File: src/rtl/reg_read_scoreboard.sv
// Register-read stage with a busy-bit scoreboard, optional writeback bypass and a registered
// valid/ready hand-off to execute. Optional feature macro: RRS_BYPASS_EN (writeback bypass).
module reg_read_scoreboard #(
  parameter int unsigned NREG  = 32,
  parameter int unsigned AW    = 5,
  parameter int unsigned DW    = 32,
  parameter int unsigned CNT_W = 16
) (
  input  logic             CLK,
  input  logic             reset,
  input  logic             id_valid,
  output logic             id_ready,
  input  logic [AW-1:0]    id_rs,
  input  logic [AW-1:0]    id_rt,
  input  logic [AW-1:0]    id_dst,
  input  logic             id_dst_we,
  output logic [AW-1:0]    rf_rs,
  output logic [AW-1:0]    rf_rt,
  input  logic [DW-1:0]    rf_rd1,
  input  logic [DW-1:0]    rf_rd2,
  input  logic             wb_we,
  input  logic [AW-1:0]    wb_addr,
  input  logic [DW-1:0]    wb_data,
  output logic             ex_valid,
  input  logic             ex_ready,
  output logic [DW-1:0]    ex_op1,
  output logic [DW-1:0]    ex_op2,
  output logic [AW-1:0]    ex_dst,
  output logic             ex_dst_we,
  output logic [CNT_W-1:0] stall_cnt
);

  typedef enum logic [1:0] {StRun, StRawWait, StOutWait} state_e;

  state_e            state_q, state_d;
  logic [NREG-1:0]   busy_q, busy_d;
  logic              ex_valid_q;
  logic [DW-1:0]     ex_op1_q, ex_op2_q;
  logic [AW-1:0]     ex_dst_q;
  logic              ex_dst_we_q;
  logic [CNT_W-1:0]  cnt_q, cnt_d;

  logic              bsy_rs, bsy_rt, bsy_dst;
  logic              eb_rs, eb_rt, eb_dst;
  logic              hit_rs, hit_rt, hit_dst;
  logic [DW-1:0]     op1, op2;
  logic              hazard, out_free, accept, stall;

  function automatic logic reg_busy(input logic [NREG-1:0] b, input logic [AW-1:0] r);
    logic res;
    res = 1'b0;
    for (int unsigned i = 1; i < NREG; i++) begin
      if (r == AW'(i)) res = b[i];
    end
    return res;
  endfunction

  assign rf_rs   = id_rs;
  assign rf_rt   = id_rt;
  assign bsy_rs  = reg_busy(busy_q, id_rs);
  assign bsy_rt  = reg_busy(busy_q, id_rt);
  assign bsy_dst = reg_busy(busy_q, id_dst);
  // Register 0 never produces a bypass hit.
  assign hit_rs  = wb_we && (wb_addr == id_rs) && (id_rs != '0);
  assign hit_rt  = wb_we && (wb_addr == id_rt) && (id_rt != '0);
  assign hit_dst = wb_we && (wb_addr == id_dst) && (id_dst != '0);

`ifdef RRS_BYPASS_EN
  assign eb_rs  = bsy_rs & ~hit_rs;
  assign eb_rt  = bsy_rt & ~hit_rt;
  assign eb_dst = bsy_dst & ~hit_dst;
  assign op1    = (id_rs == '0) ? '0 : (hit_rs ? wb_data : rf_rd1);
  assign op2    = (id_rt == '0) ? '0 : (hit_rt ? wb_data : rf_rd2);
`else
  logic unused_bypass;
  assign unused_bypass = ^{wb_data, hit_rs, hit_rt, hit_dst};
  assign eb_rs  = bsy_rs;
  assign eb_rt  = bsy_rt;
  assign eb_dst = bsy_dst;
  assign op1    = (id_rs == '0) ? '0 : rf_rd1;
  assign op2    = (id_rt == '0) ? '0 : rf_rd2;
`endif

  assign hazard   = id_valid & (eb_rs | eb_rt | (id_dst_we & eb_dst));
  assign out_free = ~ex_valid_q | ex_ready;
  assign id_ready = ~hazard & out_free;
  assign accept   = id_valid & id_ready;
  assign stall    = id_valid & ~id_ready;

  // Clear before set so a same-cycle set on the same register wins.
  always_comb begin
    busy_d = busy_q;
    for (int unsigned i = 1; i < NREG; i++) begin
      if (wb_we && (wb_addr == AW'(i))) busy_d[i] = 1'b0;
      if (accept && id_dst_we && (id_dst == AW'(i))) busy_d[i] = 1'b1;
    end
    busy_d[0] = 1'b0;
  end

  always_comb begin
    cnt_d = cnt_q;
    if (stall && (cnt_q != '1)) cnt_d = cnt_q + 1'b1;
  end

  always_comb begin
    state_d = state_q;
    unique case (state_q)
      StRun: begin
        if (id_valid && hazard)           state_d = StRawWait;
        else if (id_valid && !out_free)   state_d = StOutWait;
      end
      StRawWait: begin
        if (accept || !id_valid)          state_d = StRun;
        else if (!hazard && !out_free)    state_d = StOutWait;
      end
      StOutWait: begin
        if (accept || !id_valid)          state_d = StRun;
        else if (hazard)                  state_d = StRawWait;
      end
      default:                            state_d = StRun;
    endcase
  end

  always_ff @(posedge CLK) begin
    if (reset) begin
      state_q     <= StRun;
      busy_q      <= '0;
      ex_valid_q  <= 1'b0;
      ex_op1_q    <= '0;
      ex_op2_q    <= '0;
      ex_dst_q    <= '0;
      ex_dst_we_q <= 1'b0;
      cnt_q       <= '0;
    end else begin
      state_q <= state_d;
      busy_q  <= busy_d;
      cnt_q   <= cnt_d;
      if (accept) begin
        ex_valid_q  <= 1'b1;
        ex_op1_q    <= op1;
        ex_op2_q    <= op2;
        ex_dst_q    <= id_dst;
        ex_dst_we_q <= id_dst_we;
      end else if (ex_ready) begin
        ex_valid_q  <= 1'b0;
      end
    end
  end

  assign ex_valid  = ex_valid_q;
  assign ex_op1    = ex_op1_q;
  assign ex_op2    = ex_op2_q;
  assign ex_dst    = ex_dst_q;
  assign ex_dst_we = ex_dst_we_q;
  assign stall_cnt = cnt_q;

endmodule

File: config.mk
export PLATFORM = sky130hd
export DESIGN_NAME = reg_read_scoreboard
export DESIGN_NICKNAME = d
export VERILOG_FILES = /design/src/rtl/reg_read_scoreboard.sv
export SDC_FILE = /design/constraint.sdc
export NUM_CORES = 1
export LEC_CHECK = 0
export BUFFER_PORTS_ARGS = -buffer_cell sky130_fd_sc_hd__buf_2
export CORE_MARGIN = 8
export CORE_UTILIZATION = 35
export CTS_BUF_LIST = sky130_fd_sc_hd__clkbuf_4
export DETAILED_ROUTE_END_ITERATION = 10
export PLACE_DENSITY = 0.66
export RECOVER_POWER = 50
export SYNTH_ARGS = -nofsm -noshare
export SYNTH_HDL_FRONTEND = slang
export SYNTH_SLANG_ARGS = --single-unit
File: constraint.sdc
create_clock -name CLK -period 5.4 [get_ports CLK]
set_clock_uncertainty 0.05 [all_clocks]
set_input_delay 0.27 -clock CLK [delete_from_list [all_inputs] [get_ports CLK]]
set_output_delay 0.27 -clock CLK [all_outputs]
set_load 0.05 [all_outputs]
-- Yosys cells after proc, flatten, opt, wreduce, memory -nomap -nowiden
Index checks and enable logic that the tools add are counted.
- $add $sub $neg: 1
- multiplexer cells: 159
- bitwise logic cells: 11
- reductions and logical operators: 98
- eq/ne operators: 125
- operators by type and width (kind ; count):
    equality test 5 bit (second input constant) ; 64
    equality test 5 x 4 -> 1 bit (second input constant) ; 32
    two-way mux 1 bit ; 157
    equality test 5 x 3 -> 1 bit (second input constant) ; 16
    logical AND 1 bit ; 64
    two-way mux 32 bit ; 2
    nonzero test 2 bit ; 32
    equality test 5 x 2 -> 1 bit (second input constant) ; 8
    equality test 5 x 1 -> 1 bit (second input constant) ; 4
    adder 16 x 1 -> 16 bit (second input constant) ; 1
    inequality test 16 bit (second input constant) ; 1
    logical NOT 5 bit ; 2
    bitwise AND 1 bit ; 5
    inverter 1 bit ; 3
    bitwise OR 1 bit ; 3
- input port bits: 122
- output and inout port bits: 98
- register bits: 118

-- Depth between registers and ports, before layout
Gate-level depths: netlist of run 1.
- depth after elaboration: 41
- mapped depth: 14
- mapped depth without buffers: 9

-- Worst setup path after synthesis of run 1
No wires, ideal clock.
- path kind: input-to-reg
- from: input port id_rs[0]
- to: register busy_q[30]
- setup slack: 2.535 ns
- arrival time: 2.727 ns
- stages: 11
- path through: buf_2 -> mux4_2 -> nor3b_1 -> a221oi_2 -> a21oi_1 -> o221ai_2 -> nand4_2 -> or3_1 -> clkbuf_1 -> or4_4 -> o32ai_2
- cells in the longest elaborated chain, start to end: 41
- elaborated cells between the ends (all ways): 72
- those cells by class: eq/ne: 31; mux: 32; bitwise: 6; reduce/logical: 3
- ends and longest elaborated chain (item ; line ; text):
    start, declared ; 13 ; input logic [AW-1:0] id_rs,
    equality test 5 x 1 -> 1 bit ; 53 ; if (r == AW'(i)) res = b[i];
    two-way mux 1 bit (30 in a row) ; 53 ;
    two-way mux 1 bit * ; 53 ;
    bitwise OR 1 bit * (2 in a row) ; 84 ; assign hazard = id_valid & (eb_rs | eb_rt | (id_dst_we & eb_dst));
    bitwise AND 1 bit * ; 84 ;
    inverter 1 bit * ; 86 ; assign id_ready = ~hazard & out_free;
    bitwise AND 1 bit * ; 86 ;
    bitwise AND 1 bit * ; 87 ; assign accept = id_valid & id_ready;
    logical AND 1 bit * (2 in a row) ; 95 ; if (accept && id_dst_we && (id_dst == AW'(i))) busy_d[i] = 1'b1;
    two-way mux 1 bit / nonzero test 2 bit (equally long branches) ; -- ;
    end signal, assigned ; 136 ; busy_q <= busy_d;
    end, declared ; 36 ; logic [NREG-1:0] busy_q, busy_d;
Mark *: on every way between the ends. The rest lies on a longest branch, timed or not.
A chain may end at the register's enable or synchronous reset.

-- Worst setup path after layout of run 1
Same ends and word-level chain as after synthesis.

==> run_results.csv, run 1 <==
group,metric,value,unit
pwr,p_seq_frac,0.435,
clock_network,htreeDepth,4,
floorplan,dieArea,0.0231,mm2
sta,fin_crit,3.74,ns
worst_setup_path,critPathCaptureType,"flip-flop",
yosys,synth_cells,819,
min_path,hp-class,"in2reg",
pwr,peakVddDrop,0.000186,V
clock_network,cts_made_buffers,17,
pwr,p_sw_frac,0.376,
global_routing,grt_pass1_wl,37.2,mm
clock_network,clkTransAtPathRegs,0.11,ns
pwr,powerDensity,267,mW/mm2
yosys,synth-main-ff-cell,"dfxtp_1",
final_layout,fillers,1841,
final_layout,area_growth,26.2,%
sta,final_max_slew_viol_count,0,
worst_setup_path,worst-setup-path-type,"in2reg",
drt,route.detailed.drc,0,
drt,dr.pass1.iters,5,
worst_setup_path,r2r-start,"busy_q[14]",
worst_setup_path,reg2reg_to,"busy_q[30]",
clock_network,cts_tree,"built",
sta,whs,0.0506,ns
yosys,synth_edf_count,0,
clock_network,clock_path_buffers,2,
clock_network,cts-root-buf,"clkbuf_4",
yosys,async_flop_share,0,
worst_setup_path,reg2regPathDepth,9,
clock_network,clk-insertion-delay-late,0.53,ns
global_routing,grt_use_total,0.195,
worst_setup_path,cp-endpoint,"busy_q[30]",
clock_network,cts_sinks,118,
placed_design,routabilityCongestion,0.955,
placed_design,dpl.hpwl,15.9,mm
run,max_cap_viol_count,0,
floorplan,die_w,152,um
worst_setup_path,rrSetupSlack,1.80,ns
yosys,yosysWarnings,0,
worst_setup_path,worstPathArrival,4.13,ns
floorplan,core-area,0.0180,mm2
pwr,switchingPower,0.000821,W
pwr,p_int,0.00136,W
global_routing,grt_pass1_vias,6810,
yosys,ys_ff_latch,118,
pwr,p_leak,3.08,nW
floorplan,rows,49,
drt,wl_per_cell,18.7,um
yosys,yosysMostFrequentCell,"dfxtp_1",
sta,rsz0062_at_grt,"false",
final_layout,drive_gt1_frac,0.204,
final_layout,num-nets-final,1140,
worst_setup_path,startpoint_type,"primary input",
global_routing,antenna_found_initial,1,
yosys,synth_top_area_cell,"dfxtp_1",
yosys,ys_seq_area_frac,0.365,
clock_network,cts_resized,0,
yosys,yosysTopAreaCellShare,0.365,
floorplan,start_util,0.359,
sta,finalSetupViolCount,0,
yosys,ys_types,70,
status,status,"completed",
sta,setup-tns-final,0,ns
sta,hold_viol_final,0,
yosys,synthesis.area,0.00647,mm2
pwr,fin_total_pwr,0.00218,W
drt,antenna_left,0,
placed_design,port_buffers,187,
drt,wl,23.5,mm
floorplan,io_pins,220,
drt,avgViaCountPerCell,5.62,
global_routing,gr-total-overflow,0,
final_layout,regArea,0.00236,mm2
final_layout,multi_input_area,0.00370,mm2
drt,drtIter0Drc,566,
sta,slew_headroom,0.332,
global_routing,grt_max_degree,77,
worst_setup_path,critPathRequiredTime,5.79,ns
yosys,synth_area_leaders,"dfxtp_1 37%, a31o_2 8.7%, nand2_1 6.1%",
pwr,combinationalPowerShare,0.266,
sta,period_share,0.693,
drt,num_vias,7081,
yosys,syn-num-nets,942,
sta,fmax,267,MHz
yosys,syn_avg_cell_area,7.90,um2
worst_setup_path,path_max_fanout,76,
pwr,p_clk_frac,0.299,
worst_setup_path,crit_path_start,"id_rs[0]",
floorplan,chipHeight,152,um
yosys,synth_commonest_cells,"118 x dfxtp_1, 106 x nand2_1, 103 x nor2_1",
sta,worstMarginPinSlew,1.00,ns
## worst min-delay path by stage
stage,from,to,cells past startpoint
floorplan,id_dst_we,ex_dst_we,2
global placement,ex_op2[26],ex_op2[26],1
detailed placement,ex_op2[13],ex_op2[13],1
CTS,rf_rd1[15],ex_op1[15],4
global route,rf_rd1[15],ex_op1[15],4
finish,rf_rd1[15],ex_op1[15],4
## logic make-up (layout without fill, tap and decap cells)
family	Yosys count	after routing	share of synthesized area
other	0	1	0
multiplexers	22	22	0.0371
AND/OR/NAND/NOR	347	347	0.257
AO/OA/AOI/OAI	237	237	0.275
adder cells (fa/ha/maj)	1	1	0.00193
flip-flops	118	118	0.365
buffers and inverters	94	305	0.0640
## cell type report
class / instances / area share
antenna: 1 / 0.000306
sequential: 118 / 0.289
multi-input combinational: 607 / 0.453
tap: 229 / 0.0351
inverter: 19 / 0.00873
clock inverter: 15 / 0.0187
clock buffer: 17 / 0.0156
timing repair buffer: 254 / 0.179
## critical path, cell delays in order
cell and delay, ns:
clkbuf_1 0.72, mux4_2 0.59, nor3b_1 0.15, a221oi_1 0.32, a21oi_1 0.14, o221ai_2 0.17, nand4_1 0.20, or3_4 0.72
or4_4 0.68, o32ai_2 0.14
## stage by stage
step / instances / worst slack (ns) / util / area [um2]
detailed placement: 1167 / 1.67 / 0.412 / 7420
global route: 1260 / 1.49 / 0.453 / 8170
floorplan: 819 / 2.53 / - / 6470
global placement: 1167 / 1.68 / 0.412 / 7420
finish: 1260 / 1.66 / 0.453 / 8170
CTS: 1259 / 1.93 / 0.461 / 8300
## state kept, by name, summed over array words and instances (netlist names)
register   flops
ex_op1        32
ex_op2        32
busy_q        31
stall_cnt     16
ex_dst         5
ex_dst_we      1
ex_valid       1
## timing repair
| action | in CTS | in global routing |
|---|---|---|
| endpoints found under the setup margin | 0 | 0 |
| hold endpoints to repair | 60 | 0 |
| buffers inserted | 0 | 0 |
| hold buffers | 60 | 0 |
## power by group through the flow
stage,Combinational [W],Sequential [W],Clock [W]
global placement,0.000557,0.000963,0
finish,0.000579,0.000949,0.000653
CTS,0.000594,0.000946,0.000677
detailed placement,0.000559,0.000965,0
global route,0.000621,0.000955,0.000712
floorplan,0.000249,0.00113,0
## placed cells by master (no fill, tap or decap), drive strengths merged, types with 14 or more instances in the layout
| cell | instances |
|---|---|
| dfxtp | 118 |
| clkbuf | 115 |
| nand2 | 106 |
| nor2 | 103 |
| buf | 96 |
| a31o | 64 |
| dlygate4sd3 | 60 |
| o21ai | 39 |
| a21oi | 32 |
| nand3 | 29 |
| nor2b | 27 |
| inv | 24 |
| nand2b | 15 |
| mux2i | 15 |
| o31ai | 14 |
## routing by layer
layer  vias up  track usage  wire length (um)
met1      3263        0.244              9920
met4         0       0.0835               817
li1       3400            -                 -
met3        56       0.0725              2470
met2       362        0.295             10300
met5         -            0                 0
No activity file was read; power rests on OpenSTA's default activity.
==> run 2, diff against run 1 <==
==> constraint.sdc (replaced) <==
create_clock -name CLK -period 3.45 [get_ports CLK]
set_clock_uncertainty 0.05 [all_clocks]
set_input_delay 0.1725 -clock CLK [delete_from_list [all_inputs] [get_ports CLK]]
set_output_delay 0.1725 -clock CLK [all_outputs]
set_load 0.05 [all_outputs]
==> run 2 against run 1 <==
  * Clock power up 73%
  * Design area up 4.0%
  * Clock-buffer cell count unchanged
  * Critical path depth up 2
  * Worst hold slack better by 0.034 ns
  * Wire length up 1.3%
  * Total power up 63%
  * Final cell count up 2.1%
  * Worst setup slack worse by 1.3 ns
  * Sequential share of layout area down 1.1 points
  * Critical path type unchanged
  * Critical endpoint is now ex_valid
==> run_results.csv, run 2 (same netlist as run 1, synthesis figures left out) <==
group,metric,value,unit
sta,rsz0062_at_grt,"false",
clock_network,cts_made_buffers,17,
pwr,combinationalPowerShare,0.263,
pwr,powerDensity,419,mW/mm2
floorplan,io_pins,220,
pwr,p_sw_frac,0.370,
pwr,p_seq_frac,0.418,
min_path,hp-class,"in2reg",
floorplan,die_w,152,um
floorplan,dieArea,0.0231,mm2
floorplan,start_util,0.359,
global_routing,grt_pass1_vias,7010,
final_layout,area_growth,31.2,%
pwr,p_int,0.00224,W
pwr,p_leak,3.22,nW
drt,avgViaCountPerCell,5.64,
clock_network,postCtsSetupBuffers,0,
placed_design,routabilityCongestion,0.942,
pwr,p_clk_frac,0.318,
worst_setup_path,critPathCaptureType,"flip-flop",
sta,slew_headroom,0.532,
drt,wl_per_cell,18.5,um
floorplan,rows,49,
clock_network,cts_sinks,118,
worst_setup_path,startpoint_type,"primary input",
pwr,peakVddDrop,0.000247,V
placed_design,port_buffers,187,
final_layout,fillers,1828,
worst_setup_path,worst-setup-path-type,"in2reg",
run,max_cap_viol_count,0,
drt,dr.pass1.iters,7,
floorplan,chipHeight,152,um
final_layout,regArea,0.00236,mm2
final_layout,final_common_cell,"dfxtp_1",
sta,worstMarginPinSlew,0.705,ns
sta,finalSetupViolCount,0,
clock_network,clk-insertion-delay-late,0.53,ns
final_layout,multi_input_area,0.00371,mm2
worst_setup_path,worstPathArrival,3.48,ns
final_layout,layout_common_cells,"118 x dfxtp_1, 106 x nand2_1, 103 x nor2_1",
placed_design,dpl.hpwl,16.1,mm
drt,wl,23.8,mm
worst_setup_path,path_max_fanout,10,
global_routing,gr-total-overflow,0,
drt,num_vias,7257,
sta,whs,0.0850,ns
clock_network,cts_tree,"built",
floorplan,core-area,0.0180,mm2
final_layout,drive_gt1_frac,0.210,
drt,route.detailed.drc,0,
final_layout,num-nets-final,1166,
drt,drtIter0Drc,779,
clock_network,cts-root-buf,"clkbuf_4",
clock_network,clkTransAtPathRegs,0.11,ns
drt,antenna_left,0,
sta,final_max_slew_viol_count,0,
global_routing,grt_use_total,0.198,
clock_network,clock_path_buffers,2,
sta,fmax,326,MHz
sta,period_share,0.890,
global_routing,grt_max_degree,94,
worst_setup_path,critPathRequiredTime,3.86,ns
global_routing,grt_pass1_wl,37.6,mm
sta,fin_crit,3.07,ns
sta,setup-tns-final,0,ns
global_routing,antenna_found_initial,2,
pwr,switchingPower,0.00131,W
sta,hold_viol_final,0,
clock_network,htreeDepth,4,
status,status,"completed",
[run 2: cell type report]
class / instances / share of cell area
timing repair buffer: 280 / 0.204
antenna: 2 / 0.000590
multi-input combinational: 607 / 0.437
clock inverter: 15 / 0.0226
tap: 229 / 0.0338
inverter: 19 / 0.00840
clock buffer: 17 / 0.0150
sequential: 118 / 0.278
[run 2: final timing paths]
path	from	endpoint	slack, ns	cells past startpoint
max reg2reg	busy_q[21]	stall_cnt[13]	0.43	10
min reg2reg	ex_op1[23]	ex_op1[23]	0.45	1
min	id_dst[4]	ex_dst[4]	0.09	3
max	id_dst[3]	ex_valid	0.38	12
[run 2: timing repair]
item                                   CTS  global route
resized for setup                        0             0
hold buffers                            79             0
endpoints found under the hold margin   84             0
setup endpoints to repair                0             0
[run 2: power groups by stage]
stage / registers (W) / logic (W) / clock network, W
final: 0.00149 / 0.000936 / 0.00113
after global routing: 0.00150 / 0.00100 / 0.00123
after CTS: 0.00148 / 0.000955 / 0.00117
after detailed placement: 0.00151 / 0.000883 / 0
after global placement: 0.00151 / 0.000881 / 0
after floorplan: 0.00177 / 0.000390 / 0
[run 2: routing by layer]
| layer | track usage | vias up | part of all wire |
|---|---|---|---|
| met5 | 0 | - | 0 |
| met4 | 0.0754 | 0 | 0.025 |
| met3 | 0.0759 | 51 | 0.11 |
| met2 | 0.311 | 391 | 0.44 |
| met1 | 0.240 | 3369 | 0.42 |
| li1 | - | 3446 | - |
[run 2: critical path: stages]
cell and delay, ns:
dlygate4sd3_1 0.54, buf_2 0.23, nor2b_1 0.37, o21ai_0 0.22, a222oi_1 0.36, o221ai_1 0.15, o21ai_0 0.17, nand2b_1 0.14
nor2_1 0.36, a21oi_1 0.11, dlygate4sd3_1 0.56, nor2_1 0.09
[run 2: per-stage QoR]
step / power [W] / cells / instance area [um2] / setup slack, ns / utilization
after floorplan: 0.00216 / 819 / 6470 / 0.682 / -
after global placement: 0.00239 / 1174 / 7500 / 0.385 / 0.416
after detailed placement: 0.00239 / 1174 / 7500 / 0.359 / 0.416
after CTS: 0.00361 / 1285 / 8610 / 0.463 / 0.478
after global routing: 0.00372 / 1287 / 8490 / 0.0344 / 0.471
final: 0.00355 / 1287 / 8490 / 0.380 / 0.471
==> run 3, diff against run 2 <==
--- a/config.mk
+++ b/config.mk
@@ -5,12 +5,13 @@
 export SDC_FILE = /design/constraint.sdc
 export NUM_CORES = 1
 export LEC_CHECK = 0
+export ABC_AREA = 1
 export BUFFER_PORTS_ARGS = -buffer_cell sky130_fd_sc_hd__buf_2
 export CORE_MARGIN = 8
 export CORE_UTILIZATION = 35
 export CTS_BUF_LIST = sky130_fd_sc_hd__clkbuf_4
 export DETAILED_ROUTE_END_ITERATION = 10
-export PLACE_DENSITY = 0.66
+export PLACE_DENSITY = 0.65
 export RECOVER_POWER = 50
 export SYNTH_ARGS = -nofsm -noshare
 export SYNTH_HDL_FRONTEND = slang
==> constraint.sdc (replaced) <==
create_clock -name CLK -period 3.1 [get_ports CLK]
set_clock_uncertainty 0.05 [all_clocks]
set_input_delay 0.155 -clock CLK [delete_from_list [all_inputs] [get_ports CLK]]
set_output_delay 0.155 -clock CLK [all_outputs]
set_load 0.05 [all_outputs]
==> run 3 against run 2 <==
  * The flow now finishes with violations (negative setup slack)
  * First-iteration DRC count shrank 40%
  * Highest routed layer unchanged
  * Final cell count increased by 31%
  * Via count grew 13%
  * Global-route usage up 0.48 points
  * Critical path depth up 12
  * Sequential cell count unchanged
  * Core utilization grew 0.44 points
  * Synthesized cell count is 39% higher
==> run_results.csv, run 3 <==
group,metric,value,unit
status,status,"complete, but fails checks",
status,violations,"negative setup slack",
sta,fin_ws,-0.236,ns
drt,wl_per_cell,15.3,um
final_layout,instances_no_fill,1685,
final_layout,utilization,0.475,
yosys,synth_area_leaders,"dfxtp_1 33%, nand2_1 14%, inv_1 9.7%",
floorplan,rows,52,
worst_setup_path,slowest_stage,"dfxtp_2",
min_path,hp-class,"in2reg",
worst_setup_path,r2r-start,"busy_q[3]",
floorplan,die_w,158,um
drt,drtIter0Drc,468,
pwr,p_leak,4.26,nW
floorplan,chipHeight,158,um
drt,num_vias,8189,
pwr,peakVddDrop,0.000272,V
pwr,powerDensity,433,mW/mm2
clock_network,cts_made_buffers,17,
global_routing,grt_pass1_vias,7914,
final_layout,final_common_cell,"nand2_1",
yosys,yosysWarnings,0,
floorplan,core-area,0.0200,mm2
yosys,ys_types,39,
drt,avgViaCountPerCell,4.86,
yosys,async_flop_share,0,
clock_network,cts-root-buf,"clkbuf_4",
yosys,yosysTopAreaCellShare,0.333,
worst_setup_path,worst-setup-path-type,"reg2out",
yosys,ys_ff_latch,118,
sta,hold_viol_final,0,
clock_network,htreeDepth,4,
floorplan,dieArea,0.0251,mm2
yosys,synth_cells,1137,
floorplan,io_pins,220,
worst_setup_path,startpoint_type,"flip-flop",
global_routing,grt_use_total,0.203,
drt,wl,25.8,mm
worst_setup_path,path_max_fanout,9,
sta,fin_crit,3.34,ns
floorplan,start_util,0.354,
clock_network,cts_sinks,118,
placed_design,port_buffers,187,
global_routing,gr-total-overflow,0,
yosys,synth_top_family_by_area,"simple AND/OR/NAND/NOR gates",
clock_network,clock_path_buffers,2,
placed_design,dp.cells,1578,
yosys,syn-num-nets,1260,
yosys,synth_fa_ha_area_frac,0.00176,
placed_design,routabilityCongestion,0.987,
sta,finalSetupViolCount,1,
sta,worstMarginPinSlew,0.662,ns
sta,rsz0062_at_grt,"true",
yosys,synth_xor_area_frac,0.0173,
yosys,synth_commonest_cells,"271 x nand2_1, 184 x inv_1, 130 x nor2_1",
worst_setup_path,reg2regPathDepth,25,
worst_setup_path,critPathCaptureType,"primary output",
run,max_cap_viol_count,0,
final_layout,drive_gt1_frac,0.199,
yosys,ys_seq_area_frac,0.333,
sta,fmax,300,MHz
yosys,synth-compound-area-share,0.151,
clock_network,clkTransAtPathRegs,0.12,ns
global_routing,grt_max_degree,95,
global_routing,grt_pass1_wl,40.4,mm
worst_setup_path,crit_path_frequent_cell,"nand2_1",
final_layout,num-nets-final,1524,
drt,route.detailed.drc,0,
final_layout,layout_common_cells,"270 x nand2_1, 184 x inv_1, 137 x buf_2",
yosys,synthesis.area,0.00710,mm2
worst_setup_path,reg2reg_to,"ex_op1[16]",
sta,slew_headroom,0.561,
worst_setup_path,cp_cell_sequence,"and3_1 -> nor2_1 -> nand3_1 -> nand2_1 -> nand4_1 -> nand2_1 -> nand4_1 -> nand2_1 -> nand3_1 -> nand2_1 -> nand4_1 -> nand2_1 -> nand3_1 -> nand2_1 -> nand3_1 -> nand2_1 -> nand4_1 -> nor2_1 -> nand3_2 -> nand2_2 -> nand2_2 -> buf_12 -> inv_1 -> buf_6",
worst_setup_path,worstPathArrival,3.13,ns
clock_network,cts_tree,"built",
worst_setup_path,critPathRequiredTime,2.89,ns
worst_setup_path,crit_path_start,"busy_q[3]",
clock_network,clk-insertion-delay-late,0.52,ns
drt,antenna_left,0,
yosys,synth-main-ff-cell,"dfxtp_1",
sta,final_max_slew_viol_count,0,
sta,period_share,1.08,
final_layout,area_growth,34.2,%
yosys,synth_top_area_cell,"dfxtp_1",
yosys,syn_avg_cell_area,6.24,um2
yosys,synth_edf_count,0,
worst_setup_path,cpPeakStageDelay,0.38,ns
yosys,synth.area.mux_share,0,
worst_setup_path,cp-endpoint,"id_ready",
yosys,synth-simple-area-share,0.345,
global_routing,antenna_found_initial,1,
drt,dr.pass1.iters,5,
yosys,yosysMostFrequentCell,"nand2_1",
placed_design,dpl.hpwl,18.3,mm
min_path,hold_depth,6,
worst_setup_path,rrSetupSlack,0.04,ns
run 3: cell types whose count changed in the layout (fill, tap and decap cells not counted), moves of 17 or more:
cell	delta
inv_1	+166
nand2_1	+164
a31o_2	-61
o21ai_0	+55
clkbuf_1	-49
buf_2	+47
nand3_1	+36
a21oi_1	+35
buf_4	+29
nor2_1	+27
nor2b_1	-27
nand3_2	+22
nand4_1	+17
run 3: logic make-up after synthesis:
logic type               Yosys count
flip-flops                       118
adder cells (fa/ha/maj)            1
AND/OR/NAND/NOR                  552
buffers and inverters            253
AO/OA/AOI/OAI                    199
XOR/XNOR                          14
run 3: layer usage:
metal	track usage	up-vias	wire (um)
li1	-	4116	-
met1	0.248	3724	11200
met2	0.334	306	12000
met3	0.0632	43	2090
met4	0.0624	0	568
met5	0	-	0
run 3: worst min path at each step:
stage | endpoint | from
finish | busy_q[15] | wb_we
detailed placement | ex_op2[6] | rf_rd2[6]
global placement | ex_op2[6] | rf_rd2[6]
CTS | busy_q[15] | wb_we
global route | busy_q[2] | id_dst[4]
floorplan | ex_dst[0] | id_dst[0]
run 3: worst max-delay path, delay by kind of cell (launching register included):
family                 cells  cell delay, ns
buffers and inverters      3            0.36
flip-flops                 1            0.38
AND/OR/NAND/NOR           21            1.88
run 3: layout make-up:
type	instances	area [um2]
fill	2060	10500
multi-input combinational	766	3680
sequential	118	2370
timing repair buffer	310	2130
inverter	188	706
tap	270	338
clock inverter	14	164
clock buffer	18	135
antenna	1	2.50
run 3: repair_timing:
item	CTS	global route
cloned	0	1
hold buffers	72	0
resized for setup	6	11
endpoints found under the hold margin	85	0
endpoints found under the setup margin	1	118
setup buffers	0	1
run 3: through the flow:
step	total power (W)	worst slack [ns]	cell area, um2	hold slack [ns]	TNS [ns]
after floorplan	0.00250	0.401	7100	0.240	0
after global placement	0.00284	-0.0471	8470	0.377	-1.29
after detailed placement	0.00285	-0.0735	8470	0.387	-1.75
after CTS	0.00415	-0.293	9510	0.00379	-0.293
after global routing	0.00435	-0.582	9520	0.0253	-19.28
final	0.00413	-0.236	9520	0.0519	-0.236
run 3: where the power goes:
group          leakage (nW)  internal (W)  switching (W)
Clock                 0.153      0.000511       0.000708
Sequential            0.965       0.00161      0.0000541
Combinational          3.14      0.000390       0.000852
Total                  4.26       0.00251        0.00161
